## src/rtl/ccff_loader.sv

```systemverilog
// ccff_loader: configuration-chain writer and non-destructive readback driver generating prog_clk
module ccff_loader #(
  parameter int CHAIN_LEN = 1024,
  parameter int CLK_DIV = 2
) (
  input  logic       clk,
  input  logic       reset,
  input  logic       start,
  input  logic       mode,
  input  logic [7:0] wr_data,
  input  logic       wr_valid,
  output logic       wr_ready,
  output logic [7:0] rd_data,
  output logic       rd_valid,
  input  logic       rd_ready,
  output logic       prog_clk,
  output logic       ccff_head,
  input  logic       ccff_tail,
  output logic       busy,
  output logic       done
);
  localparam int BW = $clog2(CHAIN_LEN + 1);
  localparam int DW = $clog2(CLK_DIV + 1);
  localparam logic [BW-1:0] LAST = BW'(CHAIN_LEN - 1);
  localparam logic [DW-1:0] DLAST = DW'(CLK_DIV - 1);
  typedef enum logic [2:0] {IDLE, FETCH, LO, HI, FLUSH, DONE} state_t;
  state_t state, state_n;
  logic mode_q, mode_n;
  logic [BW-1:0] bitcnt, bitcnt_n;
  logic [2:0] bytepos, bytepos_n;
  logic [DW-1:0] div, div_n;
  logic [7:0] shreg, shreg_n, rdsh, rdsh_n, rd_data_n;
  logic head_n, rd_valid_n, free, phase_end, byte_end, stall;
  // Next-state and next-output logic; head/tail sampling happens on entry to LO so head is stable a full LO phase before the edge
  always_comb begin
    state_n = state;
    mode_n = mode_q;
    bitcnt_n = bitcnt;
    bytepos_n = bytepos;
    div_n = div;
    shreg_n = shreg;
    rdsh_n = rdsh;
    head_n = ccff_head;
    rd_data_n = rd_data;
    rd_valid_n = rd_valid & ~rd_ready;
    free = ~rd_valid | rd_ready;
    phase_end = div == DLAST;
    byte_end = bytepos == 3'd7;
    stall = mode_q & byte_end & ~free;
    case (state)
      IDLE: if (start) begin
        mode_n = mode;
        bitcnt_n = '0;
        bytepos_n = '0;
        state_n = mode ? LO : FETCH;
      end
      FETCH: if (wr_valid) begin
        shreg_n = wr_data;
        bytepos_n = '0;
        state_n = LO;
      end
      LO: if (phase_end) state_n = HI; else div_n = div + 1'b1;
      HI: if (!phase_end) div_n = div + 1'b1;
        else if (!stall) begin
          bitcnt_n = bitcnt + 1'b1;
          bytepos_n = bytepos + 1'b1;
          shreg_n = {shreg[6:0], 1'b0};
          if (mode_q && byte_end) begin
            rd_data_n = rdsh;
            rd_valid_n = 1'b1;
          end
          state_n = (bitcnt == LAST) ? (mode_q ? FLUSH : DONE) : (!mode_q && byte_end) ? FETCH : LO;
        end
      FLUSH: if (free) begin
        if (bytepos != '0) begin
          rd_data_n = rdsh << (4'd8 - {1'b0, bytepos});
          rd_valid_n = 1'b1;
          bytepos_n = '0;
        end else state_n = DONE;
      end
      default: state_n = IDLE;
    endcase
    if (state_n != state) div_n = '0;
    if (state_n == LO && state != LO) begin
      head_n = mode_n ? ccff_tail : shreg_n[7];
      if (mode_n) rdsh_n = {rdsh[6:0], ccff_tail};
    end
  end
  // State and registered outputs; reset forces IDLE and drops prog_clk and any pending read byte
  always_ff @(posedge clk) begin
    if (reset) begin
      state <= IDLE;
      mode_q <= 1'b0;
      bitcnt <= '0;
      bytepos <= '0;
      div <= '0;
      shreg <= '0;
      rdsh <= '0;
      ccff_head <= 1'b0;
      rd_data <= '0;
      rd_valid <= 1'b0;
      prog_clk <= 1'b0;
      wr_ready <= 1'b0;
      busy <= 1'b0;
      done <= 1'b0;
    end else begin
      state <= state_n;
      mode_q <= mode_n;
      bitcnt <= bitcnt_n;
      bytepos <= bytepos_n;
      div <= div_n;
      shreg <= shreg_n;
      rdsh <= rdsh_n;
      ccff_head <= head_n;
      rd_data <= rd_data_n;
      rd_valid <= rd_valid_n;
      prog_clk <= state_n == HI;
      wr_ready <= state_n == FETCH;
      busy <= state_n != IDLE && state_n != DONE;
      done <= state_n == DONE;
    end
  end
endmodule

```

## config.mk

```make
export PLATFORM = sky130hd
export DESIGN_NAME = ccff_loader
export DESIGN_NICKNAME = d
export VERILOG_FILES = /design/src/rtl/ccff_loader.sv
export SDC_FILE = /design/constraint.sdc
export NUM_CORES = 1
export LEC_CHECK = 0
export ABC_AREA = 1
export CAP_MARGIN = 0
export CORE_ASPECT_RATIO = 1.5
export CORE_MARGIN = 4
export CORE_UTILIZATION = 50
export DETAILED_ROUTE_END_ITERATION = 16
export PLACE_DENSITY = 0.74
export SETUP_SLACK_MARGIN = 0.05
export SLEW_MARGIN = 20
export SYNTH_ARGS = -nofsm -noshare
export SYNTH_HDL_FRONTEND = slang
export SYNTH_SLANG_ARGS = --single-unit
```

## constraint.sdc

```tcl
create_clock -name clk -period 1.8 [get_ports clk]
set_input_delay 0.18 -clock clk [delete_from_list [all_inputs] [get_ports clk]]
set_output_delay 0.18 -clock clk [all_outputs]
set_load 0.01 [all_outputs]
```

## Yosys cells after proc, flatten, opt, wreduce, memory -nomap -nowiden

Index checks and enable logic that the tools add are counted.

- Output and inout port bits: 14
- ROM bits: 0
- Bits in latches: 0
- Logic and storage cells: 111
- Memories kept: 0
- Bits of input ports: 15
- Bits in registers: 50
- RAM bits: 0

- Eq/ne operators: 21
- Add/subtract/negate cells: 4
- Muxes and demuxes: 42
- Order comparisons: 0
- Reduce and logical (&&, ||, !) cells: 20
- Shift operators: 1
- Div/mod/pow operators: 0
- Multiply operators: 0
- Bitwise gates (word level): 8

Operator list:

| kind | count |
|---|---|
| $mux 8 | 8 |
| $mux 3 | 14 |
| $mux 11 | 3 |
| $pmux 8 s2 | 2 |
| $pmux 11 s2 | 1 |
| $pmux 3 s5 | 1 |
| $ne 2x2->1 const B | 7 |
| $eq 3x2->1 const B | 4 |
| $pmux 3 s4 | 1 |
| $add 11x1->11 const B | 1 |
| $eq 11x10->1 const B | 1 |
| $eq 3x3->1 const B | 3 |
| $mux 1 | 9 |
| $reduce_and 4->1 | 2 |
| $shl 8x4->8 | 1 |
| $reduce_and 7->1 | 1 |
| $eq 3x1->1 const B | 2 |
| $reduce_and 6->1 | 1 |
| $reduce_bool 2->1 | 3 |
| $reduce_bool 3->1 | 2 |
| $logic_and 1x1->1 | 4 |
| $mux 2 | 2 |
| $not 1->1 | 4 |
| $reduce_and 2->1 | 2 |
| 14 further kinds | 17 |

## Longest topological paths before layout

Gate-level depths: netlist of run 1.

- Depth after elaboration: 10
- Depth in mapped cells: 14
- Gate-level depth less buffers: 14

## Worst setup path before layout of run 1

No wires, ideal clock.

- Kind: reg2reg
- From: reg bytepos[0]
- To: reg rd_data[2]
- Clock period less this slack: 1.940 ns
- Cell stages (with the launch flop): 9
- Setup time: 0.070 ns
- Path slack: -0.140 ns
- Arrival time: 1.870 ns
- Path buffers: 1
- Data required time: 1.730 ns
- Cell sequence: dfxtp_1 clkbuf_1 inv_1 ha_1 ha_1 nor3_1 a22oi_1 or2_0 a21oi_1

- Word-level cells in the longest chain between the ends: 5
- Elaborated cells between the ends (all ways): 14

RTL lines:

| item | line | RTL |
|---|---|---|
| from (decl) | 30 | `logic [2:0] bytepos, bytepos_n;` |
| from (signal assigned) | 110 | `bytepos <= bytepos_n;` |
| $sub 4x3->4 / $eq 3x3->1 (equally long branches) | 76, 48 |  |
| $shl 8x4->8 / $and 1x1->1 (equally long branches) | 76, 49 |  |
| $mux 8 / $and 1x1->1 (equally long branches) | 75, 49 |  |
| $mux 8 / $ne 2x2->1 (equally long branches) | -- |  |
| $pmux 8 s2 / $reduce_and 6->1 (equally long branches) | -- |  |
| to (signal assigned) | 115 | `rd_data <= rd_data_n;` |
| to (decl) | 13 | `output logic [7:0] rd_data,` |

Several ways; a longest one is shown, not always the timed one. The select of a mux whose other input is x is not followed.
A chain may end at the register's enable or synchronous reset.

## Worst setup path in the final report of run 1

- From: reg bitcnt[2]
- To: reg div[0]

- Word-level cells in the longest chain between the ends: 7

RTL lines:

| item | line | RTL |
|---|---|---|
| from (decl) | 29 | `logic [BW-1:0] bitcnt, bitcnt_n;` |
| from (signal assigned) | 109 | `bitcnt <= bitcnt_n;` |
| $eq 11x10->1 | 72 | `state_n = (bitcnt == LAST) ? (mode_q ? FLUSH : DONE) : (!mode_q && byte_end) ? FETCH : LO;` |
| $mux 3 | 72 |  |
| $mux 3 | 64 | `else if (!stall) begin` |
| $mux 3 | 63 | `HI: if (!phase_end) div_n = div + 1'b1;` |
| $pmux 3 s5 | 50 | `case (state)` |
| $ne 3x3->1 | 83 | `if (state_n != state) div_n = '0;` |
| $reduce_or 2->1 (no source line) | -- |  |
| to (signal assigned) | 111 | `div <= div_n;` |
| to (decl) | 31 | `logic [DW-1:0] div, div_n;` |

Every way passes these cells.

==> metrics.txt, run 1 <==
status=complete, but fails checks; violated checks=setup timing; clk_lat worst skew=310 ps; post-synthesis cell count=428; ANT cells=0; pwr dens=781 nW/um2; CP startpoint=bitcnt[2]; hpwl dp=5630 um; synthesized area per cell=6.51 um2; Worst IR Drop VDD=0.581 mV; TritonCTS buffer count=5; post-synthesis sequential area ratio=0.359; initial antenna violation count=0; Synth top cells by count=nand2_1 (105), inv_1 (63), nor2_1 (57), dfxtp_1 (50); ys async rst share=0; reg2reg start=bitcnt[2]; synth warn=0; port buffer count=28; WHS=423 ps; Area Overhead vs Synth=45.6%; #FFs+latches synth=50; Worst EP arrival=2040 ps; die width=69.0 um; Power Internal=2.07 mW; Vias per Instance=5.45; flop2flop setup slack=-20 ps; synth unique cells=36; Post-Syn Nets=449; H-tree depth=2; final period utilization=1.01; initial core utilization=0.511; Die Height=99.5 um; min cycle time layout=1820 ps; DIE AREA=6860 um2; Fin. Hold Viols=0; post-DR wirelength/cell=15.2 um; DRC violations left=0; final net count=523; Fin Setup TNS=-110 ps; Vias=3123; Sw Pwr=1.10 mW; CTS Buffer Depth=2; TritonCTS clock tree=yes; unrepaired setup endpoints after global routing=true; FF-to-FF End=div[0]; Post-synth EDFFs=0; worst path required time=2010 ps; Min-Delay Path Class=in -> reg; fillers=403; top post-synthesis cells by area=dfxtp_1 (36%), nand2_1 (14%), inv_1 (8.5%); Routability Congestion=0.994; Root Driver=clkbuf_8; Clk pwr share=0.258; first-pass GRT wire length=12500 um; prevailing post-synth register cell=dfxtp_1; I/O pin count=29; Reg clk slew, reported paths=100 ps; initial DRC count=221; core area=5450 um2; Crit. End Element=flop; Gate power share=0.352; clock sinks=50; count leader, synth=nand2_1; critical path launch point type=flop; vias in the first global route=2867; sequential power share=0.390; Max Fclk=0.548 GHz; total gr overflow=0; Pre-antenna DRT Iters=4; GRT Total Usage=0.235; Netlist Area Pre-Place=2790 um2; Reg2Reg Depth=10; Post-DRT Antenna Nets=0; Worst Skew=7.29 ps; Worst-Margin Slew=374 ps; biggest area consumer among synthesized cells=dfxtp_1; Site Rows=33; Slew HR=0.748; number of setup violations in the final report=10; leak pwr=1.64 nW; Sw Share=0.346; CP endpoint=div[0]; layout cell share with drive strength beyond 1=0.316; Crit Path Class=reg -> reg; max_cap viols=0; Final Slew Violations=0; routed wire length=8690 um; critical path fanouts, max=4; top cell type's share of synthesized area=0.359; largest net degree at the start of global routing=17; worst setup margin=-24.7 ps
==> worst min-delay path by stage <==
stage,startpoint,slack (ps),to,cells past startpoint
finish,wr_data[0],420,shreg[0],3
global route,wr_data[4],450,shreg[4],3
CTS,wr_data[0],420,shreg[0],3
detailed placement,rd_data[1],440,rd_data[1],2
global placement,rd_data[3],440,rd_data[3],2
floorplan,wr_data[0],330,shreg[0],2
==> power groups by stage <==
stage               clock network (mW)  registers (mW)  logic [mW]
CTS                              0.834            1.22       0.915
global route                     0.877            1.25        1.21
detailed placement                   0            1.24       0.806
global placement                     0            1.24       0.796
floorplan                            0            1.24       0.489
finish                           0.818            1.24        1.12
==> worst max-delay path, cell delays in order (launching register included) <==
cell     delay [ps]
dfxtp_1         400
nand2_1         180
nor2_2          190
nand3_1         190
nand2_1         190
nand3_4         110
buf_6           130
o21ai_2         110
nor2_1           50
nand2_1         120
nor2_1           70
==> repair_timing <==
item,4_1_cts,5_1_grt
endpoints found under the setup margin,29,36
pin swaps,6,42
buffers inserted,6,4
hold buffers,0,0
gates cloned,2,0
resized for setup,26,104
==> state kept, by name, summed over array words and instances (netlist names), 2 cells and up <==
name / cells
rd_data: 8
rdsh: 8
state: 3
bytepos: 3
shreg: 8
bitcnt: 11
div: 2
==> final cells by class <==
cell class,count,area [um2],area share
Tap cell,70,87.6,0.0216
Clock buffer,5,68.8,0.0169
Multi-Input combinational cell,304,1900,0.467
Clock inverter,3,43.8,0.0108
Timing Repair Buffer,73,677,0.167
Inverter,67,259,0.0638
Sequential cell,50,1020,0.251
Timing Repair inverter,1,7.51,0.00185
==> per-stage QoR <==
stage | instance area, um2 | setup WS [ps] | util | total power, mW | cells
after floorplan | 2810 | 58.6 | - | 1.73 | 428
after global placement | 3410 | -50.8 | 0.626 | 2.03 | 555
after detailed placement | 3410 | -81.7 | 0.626 | 2.05 | 555
after CTS | 3670 | 34.2 | 0.674 | 2.97 | 571
after global routing | 4060 | -254 | 0.745 | 3.33 | 573
final | 4060 | -24.7 | 0.745 | 3.17 | 573
==> metal layers <==
layer,part of all wire,track usage,vias to the layer above
li1,-,-,1519
met1,0.35,0.236,1435
met2,0.55,0.437,118
met3,0.043,0.0452,51
met4,0.056,0.119,0
met5,0,0,-
==> kinds of logic (layout without fill, tap and decap cells) <==
kind of cell	count (synthesis)	count (layout)	share of synthesized area
mux	3	3	0.0108
flops	50	50	0.359
compound gates	72	72	0.145
xor+xnor	5	5	0.0157
simple gates	217	218	0.338
buf+inv	75	149	0.105
fa+ha+maj	6	6	0.0269
==> cell usage in the layout, fill, tap and decap left out, drive strengths merged <==
cell type,n
o21bai,1
xor2,5
o211ai,3
clkinv,1
ha,6
dfxtp,50
nor2,66
a31oi,8
a22oi,1
nor3,6
o21ai,28
clkdlybuf4s50,28
nand4,8
o22ai,3
nand3,24
buf,45
bufinv,1
inv,68
nor4,1
mux2i,3
a21oi,24
clkbuf,5
clkinvlp,1
nand3b,1
a211oi,1
o221ai,1
or2,2
o21a,2
nand2,110
No activity file was read; power rests on OpenSTA's default activity.
==> inputs of run 2 (changes only) <==
--- a/config.mk
+++ b/config.mk
@@ -7,11 +7,10 @@
 export LEC_CHECK = 0
 export ABC_AREA = 1
 export CAP_MARGIN = 0
-export CORE_ASPECT_RATIO = 1.5
 export CORE_MARGIN = 4
 export CORE_UTILIZATION = 50
 export DETAILED_ROUTE_END_ITERATION = 16
-export PLACE_DENSITY = 0.74
+export PLACE_DENSITY = 0.81
 export SETUP_SLACK_MARGIN = 0.05
 export SLEW_MARGIN = 20
 export SYNTH_ARGS = -nofsm -noshare
==> run 2 against run 1 <==
  * The run still ends with setup timing left
  * Sequential power about the same
  * Flip-flop and latch count unchanged
  * Setup slack worse by 15 ps
  * Non-clock buffer count shrank 2
  * Register-to-register slack lost 20 ps
  * Global-route usage hardly changed
  * Fmax shrank 0.82%
  * Clock-buffer cell count is 1 higher
  * Clock power is 2% higher
  * Critical endpoint is now div[1]
  * Largest power group unchanged
==> metrics.txt, run 2 (synthesis gave the netlist of run 1 again) <==
layout cell share with drive strength beyond 1=0.272; flop2flop setup slack=-40 ps; utilization after layout=0.752; max reg flops=11; initial DRC count=272; Fin. Hold Viols=0; TritonCTS clock tree=yes; Worst-Margin Slew=430 ps; Pwr Total=3.17 mW; violated checks=setup timing; leak pwr=1.64 nW; leading cell type in the layout, fill and taps excluded=nand2_1; Worst IR Drop VDD=0.512 mV; final net count=521; Area Overhead vs Synth=42.1%; Post-DRT Antenna Nets=0; Root Driver=clkbuf_8; pwr dens=800 nW/um2; DRC violations left=0; Clk pwr share=0.263; worst path required time=2050 ps; status=complete, but fails checks; Layout Cells excl Fill=570; H-tree depth=2; worst setup margin=-39.8 ps; Sw Pwr=1.08 mW; total gr overflow=0; initial antenna violation count=0; GRT Total Usage=0.236; Reg clk slew, reported paths=100 ps; min cycle time layout=1840 ps; Vias per Instance=5.52; Sw Share=0.341; Crit. End Element=flop; TritonCTS buffer count=5; routed wire length=8800 um; CTS Buffer Depth=2; Routability Congestion=0.917; Min-Delay Path Class=in -> reg; ANT cells=0; unrepaired setup endpoints after global routing=true; Slew HR=0.712; vias in the first global route=2853; die width=82.7 um; sequential power share=0.392; DIE AREA=6830 um2; I/O pin count=29; Power Internal=2.09 mW; largest net degree at the start of global routing=25; Worst EP arrival=2090 ps; critical path fanouts, max=3; Die Height=82.7 um; max_cap viols=0; largest reg by FF count=bitcnt; Site Rows=26; hpwl dp=5130 um; core area=5270 um2; post-DR wirelength/cell=15.4 um; clk_lat worst skew=320 ps; placed cells=548; initial core utilization=0.529; Crit Path Class=reg -> reg; number of setup violations in the final report=6; commonest cells after routing, fill and taps aside=nand2_1 (92), inv_1 (58), nor2_1 (49), dfxtp_1 (42), buf_4 (31); first-pass GRT wire length=12400 um; Pre-antenna DRT Iters=5; Final Slew Violations=0; port buffer count=28; clock sinks=50; final period utilization=1.02; fillers=376; Worst Skew=12.7 ps; pre-CTS WS=-171 ps; Max Fclk=0.544 GHz; Gate power share=0.345; critical path launch point type=flop; Vias=3149
-- run 2: area by class of cell --
class | count | area, um2 | share of cell area
clock buffers | 6 | 82.6 | 0.0208
repair inverters | 1 | 6.26 | 0.00158
multi-input cells | 304 | 1830 | 0.461
inverters | 67 | 262 | 0.0660
clock inverters | 1 | 30.0 | 0.00758
well taps | 70 | 87.6 | 0.0221
flip-flops and latches | 50 | 1020 | 0.256
repair buffers | 71 | 651 | 0.164
-- run 2: critical path, cell delays in order, from the launching register on --
cell and delay [ps]:
dfxtp_1 370, inv_1 50, nor2_1 340, nand2_2 150
nand3_4 160, nor2_1 50, nor2_1 220, nor2_1 80
nor2_1 160, nand2_1 100, nor2_1 100
-- run 2: through the flow --
| step | hold slack [ps] | cell area (um2) | setup TNS, ps |
|---|---|---|---|
| global placement | 440 | 3370 | -1270 |
| global route | 461 | 3960 | -1260 |
| CTS | 436 | 3650 | 0 |
| floorplan | 329 | 2810 | 0 |
| detailed placement | 444 | 3370 | -1810 |
| finish | 428 | 3960 | -120 |
-- run 2: worst paths after layout --
check / startpoint / endpoint / cells past startpoint
worst max register to register: rd_valid / div[1] / 10
worst max-delay path: rd_valid / div[1] / 10
worst min register to register: rd_data[3] / rd_data[3] / 2
worst min-delay path: wr_data[5] / shreg[5] / 3
-- run 2: routing by layer --
layer  track usage  part of all wire  up-vias
met5             0                 0        -
met4        0.0899             0.039        0
met3        0.0499             0.057       31
met2         0.407              0.50      132
met1         0.285              0.40     1472
li1              -                 -     1514
-- run 2: repair_timing --
item | in CTS | in global routing
pin swaps | 7 | 30
gates resized for setup | 31 | 77
gates cloned | 1 | 1
endpoints found under the setup margin | 45 | 42
hold buffers | 0 | 0
setup buffers | 6 | 8
-- run 2: power by group through the flow --
stage	Clock (mW)	Combinational, mW	Sequential [mW]
after global placement	0	0.753	1.24
after detailed placement	0	0.771	1.25
after floorplan	0	0.489	1.24
after global routing	0.884	1.19	1.25
after CTS	0.828	0.854	1.23
final	0.833	1.09	1.24
